File: src/rtl/exec_unit.sv
// exec_unit: execute stage with single-cycle ALU ops and an iterative shift-add 8x8 multiply.
// Define EXEC_MUL_EARLY_TERM_EN to end MUL as soon as the remaining multiplier bits are zero.
module exec_unit #(
    parameter int MUL_ITER = 8
) (
    input  logic       clk,
    input  logic       rst_n,
    input  logic       start,
    input  logic [2:0] op,
    input  logic [7:0] opA,
    input  logic [7:0] opB,
    input  logic [2:0] destNum,
    output logic       busy,
    output logic       writeEn,
    output logic [7:0] result,
    output logic [7:0] mulHighOut,
    output logic [2:0] regC_num,
    output logic       zeroFlag,
    output logic       carryFlag
);
    localparam logic [1:0] IDLE = 2'd0;
    localparam logic [1:0] ALU  = 2'd1;
    localparam logic [1:0] MUL  = 2'd2;
    localparam logic [1:0] WB   = 2'd3;
    localparam logic [2:0] OP_MUL = 3'b111;

    logic [1:0]  state;
    logic [2:0]  op_q, dest_q;
    logic [7:0]  a_q;
    logic [15:0] acc;
    logic [3:0]  cnt;
    logic [8:0]  alu_res, sum;
    logic [15:0] prod;
    logic        mul_done;

    // acc holds {high accumulator, multiplier}; its low byte doubles as operand B for ALU ops
    assign alu_res = op_q == 3'b000 ? {1'b0, a_q} + {1'b0, acc[7:0]}
                   : op_q == 3'b001 ? {1'b0, a_q} - {1'b0, acc[7:0]}
                   : op_q == 3'b010 ? {1'b0, a_q & acc[7:0]}
                   : op_q == 3'b011 ? {1'b0, a_q | acc[7:0]}
                   : op_q == 3'b100 ? {1'b0, a_q ^ acc[7:0]}
                   : op_q == 3'b101 ? {a_q, 1'b0}
                   : {a_q[0], 1'b0, a_q[7:1]};
    assign sum  = {1'b0, acc[15:8]} + (acc[0] ? {1'b0, a_q} : 9'd0);
    // skipped iterations only shift, so the final alignment is a single right shift
    assign prod = acc >> (4'(MUL_ITER) - cnt);
`ifdef EXEC_MUL_EARLY_TERM_EN
    assign mul_done = cnt != 4'd0 && (acc[7:0] & (8'hFF >> cnt)) == 8'd0;
`else
    assign mul_done = cnt == 4'(MUL_ITER);
`endif
    assign busy    = state != IDLE;
    assign writeEn = state == WB;

    always_ff @(posedge clk) begin
        if (!rst_n) begin
            state      <= IDLE;
            cnt        <= '0;
            result     <= '0;
            mulHighOut <= '0;
            regC_num   <= '0;
            zeroFlag   <= 1'b0;
            carryFlag  <= 1'b0;
        end else begin
            case (state)
                IDLE: if (start) begin
                    op_q   <= op;
                    a_q    <= opA;
                    acc    <= {8'd0, opB};
                    dest_q <= destNum;
                    cnt    <= '0;
                    state  <= op == OP_MUL ? MUL : ALU;
                end
                ALU: begin
                    result     <= alu_res[7:0];
                    mulHighOut <= 8'd0;
                    carryFlag  <= alu_res[8];
                    zeroFlag   <= alu_res[7:0] == 8'd0;
                    regC_num   <= dest_q;
                    state      <= WB;
                end
                MUL: if (mul_done) begin
                    result     <= prod[7:0];
                    mulHighOut <= prod[15:8];
                    carryFlag  <= |prod[15:8];
                    zeroFlag   <= prod[7:0] == 8'd0;
                    regC_num   <= dest_q;
                    state      <= WB;
                end else begin
                    acc <= {sum, acc[7:1]};
                    cnt <= cnt + 4'd1;
                end
                default: state <= IDLE;
            endcase
        end
    end
endmodule

File: config.mk
export PLATFORM = sky130hd
export DESIGN_NAME = exec_unit
export DESIGN_NICKNAME = d
export VERILOG_FILES = /design/src/rtl/exec_unit.sv
export SDC_FILE = /design/constraint.sdc
export NUM_CORES = 1
export LEC_CHECK = 0
export CAP_MARGIN = 30
export CELL_PAD_IN_SITES_DETAIL_PLACEMENT = 0
export CELL_PAD_IN_SITES_GLOBAL_PLACEMENT = 1
export CORE_AREA = 5 5 113 115
export DETAILED_ROUTE_END_ITERATION = 7
export DIE_AREA = 0 0 118 120
export GPL_TIMING_DRIVEN = 1
export MAX_ROUTING_LAYER = met4
export PLACE_DENSITY_LB_ADDON = 0.1
export SLEW_MARGIN = 20
export SYNTH_ARGS = -nofsm -noshare
export SYNTH_HDL_FRONTEND = slang
export SYNTH_SLANG_ARGS = --single-unit
File: constraint.sdc
create_clock -name clk -period 9.3 [get_ports clk]
set_input_delay 2.325 -clock clk [delete_from_list [all_inputs] [get_ports clk]]
set_output_delay 2.325 -clock clk [all_outputs]
set_load 0.005 [all_outputs]
==> reports/qor.yml <==
clock_power_share: 0.244
setup_viol: 0
synth_top_area_share: 0.198
status: "finished clean"
clock_latency_ns: 0.33
whs_ns: 0.450
r2r-start: "cnt[0]"
worst-path-max-fanout: 23
setup_tns_ns: 0
start_kind: "primary input"
yosysTopAreaCell: "edfxtp_1"
post_cts_buffers: 0
avgSynthCellArea_um2: 9.03
intPower_mw: 0.909
power_frac_comb: 0.491
relSlewSlack: 0.381
worst_pin_slew_ns: 0.929
synth_cells: 503
yosysMostFrequentCell: "nand2_1"
place_inst: 672
cap_violations: 0
vias: 3737
ys_types: 63
ctsLongestPathBuffers: 2
drive_above_1_share: 0.105
switching_share: 0.406
netlist_area_um2: 4540
vdd_drop_max_mv: 0.131
drtIter0Drc: 286
port_buffers: 47
wl_per_cell_um: 17.8
synth_edf_count: 30
cts_hold_buf: 0
wl_um: 12300
hp-start: "mulHighOut[7]"
place_ws_ns: 4.75
seqPwrFrac: 0.265
drt-pass1-iter-count: 4
grt_pass1_vias: 3628
antenna_found_initial: 0
io_pins: 48
synth-async-reset-ratio: 0
hold_viol: 0
period_minus_slack_ns: 4.25
p_leak_nw: 2.14
crit_chain: "clkdlybuf4s50_1 > inv_1 > or3_1 > nor4b_2 > a41oi_1 > o41ai_1"
arrival_ns: 4.47
cts_resized: 0
cts_root_buffer: "clkbuf_16"
fin_ws_ns: 5.05
p_switching_mw: 0.621
min_path_type: "flip-flop to flip-flop"
nNetsFinal: 602
die_height_um: 120
synth_common_cells: "52 x nand2_1, 41 x a21oi_1, 41 x nor2_1"
die-area_um2: 14200
clock_skew_ns: 0.00423
area.sequential_um2: 1440
synth-seq-area-share: 0.317
initial_core_util: 0.388
r2r_end: "zeroFlag"
hold_end: "mulHighOut[7]"
timing.fmax_mhz: 235
num_rows: 40
grt_pass1_wl_um: 19600
critPathCaptureType: "flip-flop"
powerDensity_nw_per_um2: 281
ys_seq_elements: 57
path_clk_slew_ns: 0.06
synth_warnings: 0
drv_slew: 0
multi_input_area_um2: 2850
hpwl_um: 9130
cts_made_buffers: 9
rsz0062_at_grt: "false"
finalCritPeriodShare: 0.457
core_area_um2: 11700
fin_cells: 689
postRouteAntennaNets: 0
synth.area.top_cells: "edfxtp_1 20%, dfxtp_1 12%, ha_1 10%"
htreeDepth: 3
critPathBufInv: 2
whs_path_depth: 2
critical_path.slowest_cell: "clkdlybuf4s50_1"
antenna_cells: 0
fill_cells: 1159
clock-sinks: 57
cpPeakStageDelay_ns: 0.71
synth_nets: 568
area_growth_pct: 20.1
global_route.overflow_total: 0
cts_tree: "done"
grt_use_total: 0.178
die_x_um: 118
gp_congestion: 0.844
via_per_inst: 5.42
reg2reg_depth: 9
drcViolationCount: 0
reg2reg_slack_ns: 5.71
ys.flop_type: "edfxtp_1"
grt_start_max_net_pins: 39
critPathTopFamily: "buffers and inverters"
critPathRequiredTime_ns: 9.52
worst-setup-path-type: "primary input to flip-flop"
==> tightest hold or removal path: cells and delay by family, from the launching register on <==
family	cells	cell delay (ns)
and+or+nand+nor	1	0.05
DFF	1	0.31
AOI/OAI and AO/OA	1	0.05
==> cell type report <==
class                      instances  share of cell area
tap                              147              0.0337
inverter                          35              0.0241
sequential                        57               0.264
clock inverter                     5              0.0124
timing repair buffer              51              0.0932
clock buffer                      11              0.0505
multi-input combinational        383               0.522
==> per-layer routing <==
| layer | up-vias | track usage | wire length (um) |
|---|---|---|---|
| li1 | 1890 | - | - |
| met1 | 1774 | 0.245 | 6020 |
| met2 | 67 | 0.274 | 5680 |
| met3 | 6 | 0.0287 | 438 |
| met4 | 0 | 0.0473 | 112 |
| met5 | - | - | 0 |
==> power groups by stage <==
stage	Sequential [mW]	Clock, mW	Combinational, mW
after floorplan	0.382	0	0.557
after global placement	0.415	0	0.741
after detailed placement	0.417	0	0.742
after CTS	0.412	0.381	0.746
after global routing	0.416	0.395	0.841
final	0.406	0.373	0.751
==> worst max path at each step <==
stage,startpoint,end,slack [ns],cells after the start
after floorplan,rst_n,a_q[0],5.70,3
after CTS,rst_n,zeroFlag,5.07,6
after global placement,rst_n,zeroFlag,4.80,6
after global routing,rst_n,zeroFlag,4.88,6
final,rst_n,zeroFlag,5.05,6
after detailed placement,rst_n,zeroFlag,4.75,6
==> cell usage in the layout (no fill, tap or decap), types with 7 or more instances in the layout <==
master           synthesis  layout
a211oi_1                 7       7
a21oi_1                 41      41
clkbuf_16                0      11
clkdlybuf4s50_1          0      47
dfxtp_1                 27      27
edfxtp_1                30      30
ha_1                    37      37
inv_1                   35      35
mux2_2                  18      18
mux2i_1                 15      15
mux4_2                  11      11
nand2_1                 52      52
nand2b_1                 8       8
nand3_1                 14      14
nor2_1                  41      41
nor2b_1                  8       8
nor3_1                  11      11
o211ai_1                 8       8
o21ai_0                 21      21
==> flip-flops by register name, indices dropped and copies added, names as in the netlist, 3 cells and up <==
signal      flops
acc            16
a_q             8
mulHighOut      8
result          8
cnt             4
dest_q          3
op_q            3
regC_num        3
==> stage by stage <==
stage | util | cell area [um2] | power, mW
detailed placement | 0.435 | 5090 | 1.16
global route | 0.466 | 5450 | 1.65
CTS | 0.464 | 5440 | 1.54
finish | 0.466 | 5450 | 1.53
global placement | 0.435 | 5090 | 1.16
floorplan | - | 4540 | 0.939
==> kinds of logic (layout without fill, tap and decap cells) <==
logic type,Yosys count,count (layout),synth area share
and+or+nand+nor,169,169,0.182
AOI/OAI and AO/OA,118,118,0.165
xor gates and xnor gates,8,8,0.0154
muxes,48,48,0.150
adders and majority gates,40,40,0.115
DFF,57,57,0.317
buffers and inverters,63,102,0.0559
Note: power is estimated with default switching activity, not from simulation.
